--- src/rtl/joy_poll_sequencer.sv ---
`default_nettype none
// ============================================================================
// Module   : joy_poll_sequencer
// Brief    : Sequences the shared P7 select for two DB9 pads and publishes
//            atomically committed 12-bit active-low button words.
// Config   : JOY_SIXBUTTON_EN enables the 6-button pulse train and detection.
// Revision : 1.0
// ============================================================================
module joy_poll_sequencer #(
    parameter int CYCLE_TICKS = 256
) (
    input  logic        clk_i,
    input  logic        reset_i,
    input  logic        tick_i,
    input  logic [5:0]  joy1_i,
    input  logic [5:0]  joy2_i,
    output logic        p7_o,
    output logic [11:0] joy1_o,
    output logic [11:0] joy2_o,
    output logic        six1_o,
    output logic        six2_o,
    output logic        frame_o
);

    localparam int                c_PH_W    = $clog2(CYCLE_TICKS);
    localparam logic [c_PH_W-1:0] c_PH_LAST = c_PH_W'(CYCLE_TICKS - 1);

    logic [c_PH_W-1:0] r_ph;
    logic              r_p7;
    logic              r_frame;
    logic              w_p7_next;
    logic              w_ph0;
    logic              w_ph2;
    logic              w_ph3;
    logic              w_ph6;
    logic [1:0][5:0]   w_pins;
    logic [1:0][11:0]  w_word;
    logic [1:0]        w_six;

    assign w_ph0 = (r_ph == c_PH_W'(0));
    assign w_ph2 = (r_ph == c_PH_W'(2));
    assign w_ph3 = (r_ph == c_PH_W'(3));
    assign w_ph6 = (r_ph == c_PH_W'(6));

`ifdef JOY_SIXBUTTON_EN
    logic w_ph4;
    logic w_ph5;
    assign w_ph4 = (r_ph == c_PH_W'(4));
    assign w_ph5 = (r_ph == c_PH_W'(5));
`endif

    assign w_pins[0] = joy1_i;
    assign w_pins[1] = joy2_i;

    // P7 level that follows the current phase's tick
    always_comb begin
        w_p7_next = 1'b1;
        if (w_ph0 || w_ph2) begin
            w_p7_next = 1'b0;
        end
`ifdef JOY_SIXBUTTON_EN
        if (w_ph4 || w_ph6) begin
            w_p7_next = 1'b0;
        end
`endif
    end

    always_ff @(posedge clk_i) begin
        if (reset_i) begin
            r_ph    <= '0;
            r_p7    <= 1'b1;
            r_frame <= 1'b0;
        end else begin
            r_frame <= 1'b0;
            if (tick_i) begin
                r_ph    <= (r_ph == c_PH_LAST) ? '0 : r_ph + 1'b1;
                r_p7    <= w_p7_next;
                r_frame <= w_ph6;
            end
        end
    end

    for (genvar gi = 0; gi < 2; gi++) begin : g_port
        logic [5:0]  r_meta;
        logic [5:0]  r_sync;
        logic [7:0]  r_shadow;
        logic [11:0] r_word;
        logic        r_six;
        logic [3:0]  w_upper;
        logic        w_six_next;

`ifdef JOY_SIXBUTTON_EN
        logic r_six_det;

        assign w_six_next = r_six_det;
        assign w_upper    = r_six_det ? r_sync[3:0] : 4'hF;

        // All four directions low on the third low pulse identifies a 6-button pad
        always_ff @(posedge clk_i) begin
            if (reset_i) begin
                r_six_det <= 1'b0;
            end else if (tick_i) begin
                if (w_ph2) begin
                    r_six_det <= 1'b0;
                end else if (w_ph5 && (r_sync[3:0] == 4'h0)) begin
                    r_six_det <= 1'b1;
                end
            end
        end
`else
        assign w_six_next = 1'b0;
        assign w_upper    = 4'hF;
`endif

        always_ff @(posedge clk_i) begin
            if (reset_i) begin
                r_meta   <= 6'h3F;
                r_sync   <= 6'h3F;
                r_shadow <= 8'hFF;
                r_word   <= 12'hFFF;
                r_six    <= 1'b0;
            end else begin
                r_meta <= w_pins[gi];
                r_sync <= r_meta;
                if (tick_i) begin
                    if (w_ph2) begin
                        r_shadow[5:0] <= r_sync;
                    end
                    // R and L both low while P7 is low is the Mega Drive ID
                    if (w_ph3) begin
                        if (r_sync[3:2] == 2'b00) begin
                            r_shadow[7:6] <= r_sync[5:4];
                        end else begin
                            r_shadow[7:4] <= {2'b11, r_sync[5:4]};
                        end
                    end
                    if (w_ph6) begin
                        r_word <= {w_upper, r_shadow};
                        r_six  <= w_six_next;
                    end
                end
            end
        end

        assign w_word[gi] = r_word;
        assign w_six[gi]  = r_six;
    end

    assign p7_o    = r_p7;
    assign frame_o = r_frame;
    assign joy1_o  = w_word[0];
    assign joy2_o  = w_word[1];
    assign six1_o  = w_six[0];
    assign six2_o  = w_six[1];

endmodule
`default_nettype wire
--- config.mk ---
export PLATFORM = sky130hd
export DESIGN_NAME = joy_poll_sequencer
export DESIGN_NICKNAME = d
export VERILOG_FILES = /design/src/rtl/joy_poll_sequencer.sv
export SDC_FILE = /design/constraint.sdc
export NUM_CORES = 1
export LEC_CHECK = 0
export CAP_MARGIN = 15
export CORE_MARGIN = 4
export CORE_UTILIZATION = 40
export CTS_CLUSTER_SIZE = 28
export DETAILED_ROUTE_END_ITERATION = 12
export PLACE_DENSITY = 0.63
export SYNTH_ARGS = -nofsm -noshare
export SYNTH_HDL_FRONTEND = slang
export SYNTH_SLANG_ARGS = --single-unit
export TNS_END_PERCENT = 30
--- constraint.sdc ---
create_clock -name clk_i -period 1.3 [get_ports clk_i]
set_input_delay 0.39 -clock clk_i [delete_from_list [all_inputs] [get_ports clk_i]]
set_output_delay 0.39 -clock clk_i [all_outputs]
set_load 0.1 [all_outputs]
==> impl_metrics.xml <==
<?xml version="1.0" encoding="UTF-8"?>
<metrics>
  <group name="sta">
    <metric name="final_max_slew_viol_count" unit="">0</metric>
    <metric name="worst_hold_slack" unit="ns">0.410</metric>
    <metric name="finalCritPeriodShare" unit="">0.994</metric>
    <metric name="timing.clock.skew" unit="ns">0.00845</metric>
    <metric name="setup_repair_after_global_routing_missed_its_margin" unit="">yes</metric>
    <metric name="setup_viol" unit="">0</metric>
    <metric name="max_freq" unit="MHz">774</metric>
    <metric name="minimum_clock_period_after_layout" unit="ns">1.29</metric>
    <metric name="hold_violations" unit="">0</metric>
  </group>
  <group name="run_status">
    <metric name="run_status" unit="">complete, no violations</metric>
  </group>
  <group name="critical_path">
    <metric name="critical_path.endpoint_type" unit="">flip-flop</metric>
    <metric name="worstSetupStartpointType" unit="">flip-flop</metric>
    <metric name="timing.critical_path.required" unit="ns">1.51</metric>
    <metric name="cp_slowest_cell" unit="">dfxtp_4</metric>
    <metric name="critical_path.cell_chain" unit="">buf_4 &gt; and4bb_2 &gt; nand3_2 &gt; clkbuf_16 &gt; mux2i_1</metric>
    <metric name="slowest_delay" unit="ns">0.37</metric>
    <metric name="crit_type" unit="">flip-flop to flip-flop</metric>
    <metric name="crit_fanout" unit="">8</metric>
    <metric name="critPathBufInv" unit="">2</metric>
    <metric name="worst_ep_arrival_time" unit="ns">1.51</metric>
    <metric name="path_delay_family" unit="">simple AND/OR/NAND/NOR gates</metric>
  </group>
  <group name="global_routing">
    <metric name="grt_max_degree" unit="">40</metric>
    <metric name="first_global_vias" unit="">1585</metric>
    <metric name="grt_first_pass_wirelength" unit="um">7310</metric>
    <metric name="antenna_found_initial" unit="">0</metric>
    <metric name="global_route.usage.total" unit="">0.125</metric>
    <metric name="global_route.overflow_total" unit="">0</metric>
  </group>
  <group name="route">
    <metric name="wl_per_cell" unit="um">11.8</metric>
    <metric name="drt_iter0_markers" unit="">67</metric>
    <metric name="drt-total-wl" unit="um">4440</metric>
    <metric name="ant_nets" unit="">0</metric>
    <metric name="dr.pass1.iters" unit="">4</metric>
    <metric name="routed-via-count" unit="">1742</metric>
    <metric name="detail_route.vias_per_cell" unit="">4.63</metric>
    <metric name="drc" unit="">0</metric>
  </group>
  <group name="finish">
    <metric name="nNetsFinal" unit="">314</metric>
    <metric name="final_layout_size_suffix_gt1_frac" unit="">0.389</metric>
    <metric name="area_delta_synth_final" unit="%">40.5</metric>
    <metric name="final-instance-count-excl-fill" unit="">376</metric>
    <metric name="num_antenna_cells" unit="">0</metric>
    <metric name="fin_util" unit="">0.584</metric>
  </group>
  <group name="place">
    <metric name="numPlacedInstances" unit="">351</metric>
    <metric name="port_buffers" unit="">32</metric>
    <metric name="hpwl" unit="um">2990</metric>
    <metric name="finalWeightedCongestion" unit="">0.800</metric>
  </group>
  <group name="clock_network">
    <metric name="clk_pin_slew_worst_paths" unit="ns">0.07</metric>
    <metric name="worst_skew_pair.late_latency" unit="ns">0.34</metric>
    <metric name="clock_tree_from_tritoncts" unit="">yes</metric>
    <metric name="h-tree-depth" unit="">3</metric>
    <metric name="numCtsBuffers" unit="">9</metric>
    <metric name="ctsRootBufferMaster" unit="">clkbuf_8</metric>
    <metric name="clock-sinks" unit="">66</metric>
    <metric name="clk_path_buf_depth" unit="">2</metric>
  </group>
  <group name="min_path">
    <metric name="min-delay-path-class" unit="">flip-flop to flip-flop</metric>
  </group>
  <group name="power_and_ir_drop">
    <metric name="vdd_drop_max" unit="mV">0.730</metric>
    <metric name="p_per_area" unit="mW/mm2">1260</metric>
    <metric name="leakage" unit="nW">1.58</metric>
  </group>
  <group name="synthesis">
    <metric name="synth.top_cell.area_share" unit="">0.531</metric>
    <metric name="netlist_instances" unit="">246</metric>
    <metric name="netlist-cell-type-count" unit="">33</metric>
    <metric name="number_of_synthesis_warnings" unit="">0</metric>
    <metric name="synth_enable_flop_cells" unit="">0</metric>
    <metric name="synthArstFlopShare" unit="">0</metric>
    <metric name="synthesis.area_per_instance" unit="um2">10.1</metric>
    <metric name="yosysSeqAreaShare" unit="">0.531</metric>
    <metric name="synth.area.top_cells" unit="">dfxtp_1, mux2i_1, nor2_1</metric>
    <metric name="synthFlopType" unit="">dfxtp_1</metric>
    <metric name="synth_area" unit="mm2">0.00249</metric>
    <metric name="yosys_register_bits" unit="">66</metric>
    <metric name="synth_largest_area_cell" unit="">dfxtp_1</metric>
  </group>
  <group name="floorplan">
    <metric name="rows" unit="">28</metric>
    <metric name="die_width" unit="um">86.9</metric>
    <metric name="initial_core_util" unit="">0.415</metric>
    <metric name="core" unit="mm2">0.00599</metric>
    <metric name="die_area" unit="mm2">0.00755</metric>
    <metric name="ioPinCount" unit="">43</metric>
    <metric name="die_y" unit="um">86.9</metric>
  </group>
  <group name="flow_run">
    <metric name="drv_cap" unit="">0</metric>
  </group>
</metrics>
## layout make-up
class / count / area (um2)
inverter: 2 / 7.51
clock inverter: 7 / 100
tap: 75 / 93.8
fill: 523 / 2490
sequential: 66 / 1370
clock buffer: 9 / 124
multi-input combinational: 163 / 1100
timing repair buffer: 54 / 709
## routing by layer
layer	part of all wire	up-vias	track usage
li1	-	910	-
met1	0.49	787	0.165
met2	0.43	39	0.179
met3	0.059	6	0.0482
met4	0.020	0	0.0637
met5	0	-	0
## repair_timing
item / 4_1_cts / 5_1_grt
pin swaps: 3 / 8
hold buffers: 0 / 0
gates cloned: 0 / 1
resized for setup: 27 / 11
endpoints found under the setup margin: 54 / 39
buffers inserted: 1 / 7
## worst reg2reg max path, delay by kind of cell (launching register included)
kind          cells  cell delay (ns)
flops             1             0.37
mux               1             0.11
buf+inv           2             0.32
simple gates      2             0.38
## logic make-up (layout without fill, tap and decap cells)
logic type      count (synthesis)  after routing  share of synthesized area
mux                            32             32                      0.129
compound gates                 17             17                     0.0473
other cells                     2             10                    0.00302
flops                          66             66                      0.531
fa+ha+maj                       3              3                     0.0151
xor+xnor                        3              3                     0.0106
simple gates                   98             98                      0.206
buf+inv                        25             72                     0.0583
## registers in the layout, summed over array words and instances, names as in the netlist
| register | flops |
|---|---|
| g_port.r_shadow | 16 |
| g_port.r_meta | 12 |
| g_port.r_sync | 12 |
| joy1_o | 8 |
| joy2_o | 8 |
| r_ph | 8 |
| frame_o | 1 |
| p7_o | 1 |
## cell usage in the layout, fill, tap and decap left out, types with 2 or more instances in the layout
master,n
nand2_1,4
clkdlybuf4s50_1,12
xor2_1,3
clkbuf_8,9
clkinv_4,2
bufinv_16,2
dfxtp_4,5
a21oi_1,2
mux2i_1,32
o211ai_1,5
nand3_1,3
dfxtp_1,41
buf_6,2
nand4_1,3
inv_6,2
nor4_1,4
dfxtp_2,20
nor2_1,49
conb_1,10
ha_4,2
buf_12,20
nand2b_1,2
nand3_2,3
o21a_1,2
buf_4,17
or2_2,24
## path summary, 6_finish.rpt
check	from	cells after the start	end	slack (ns)
worst min-delay path	g_port[0].r_meta[2]$_SDFF_PP1_	1	g_port[0].r_sync[2]$_SDFF_PP1_	0.41
worst max register to register	r_ph[2]$_SDFFE_PP0P_	5	joy2_o[6]$_SDFFE_PP1P_	0.008
worst max-delay path	r_ph[2]$_SDFFE_PP0P_	5	joy2_o[6]$_SDFFE_PP1P_	0.008
worst min register to register	g_port[0].r_meta[2]$_SDFF_PP1_	1	g_port[0].r_sync[2]$_SDFF_PP1_	0.41
## where the power goes
part           leakage (nW)  switching, mW  total [mW]  internal (mW)
Combinational         0.929          0.245       0.389          0.144
Clock                 0.114          0.809        1.90           1.10
Sequential            0.537         0.0324        2.09           2.06
Total                  1.58           1.09        4.39           3.30
## through the flow
step	setup slack (ns)	power [mW]	cell area [um2]	setup TNS, ns
after global routing	-0.0505	4.55	3500	-0.968
final	0.00764	4.39	3500	0
after global placement	-0.529	2.50	3110	-19.17
after detailed placement	-0.585	2.51	3110	-20.62
after floorplan	-0.0364	2.43	2540	-0.607
after CTS	-0.00329	4.42	3380	-0.00559
## cells in the mapped netlist, drive strengths merged, types with 3 or more instances
master,count
nand2,4
xor2,3
nor2,49
ha,3
o211ai,5
dfxtp,66
nor4,4
nand3,6
mux2i,32
clkbuf,10
or2,24
nand4,3
a21oi,3
buf,13
(Power assumes the default switching activity.)
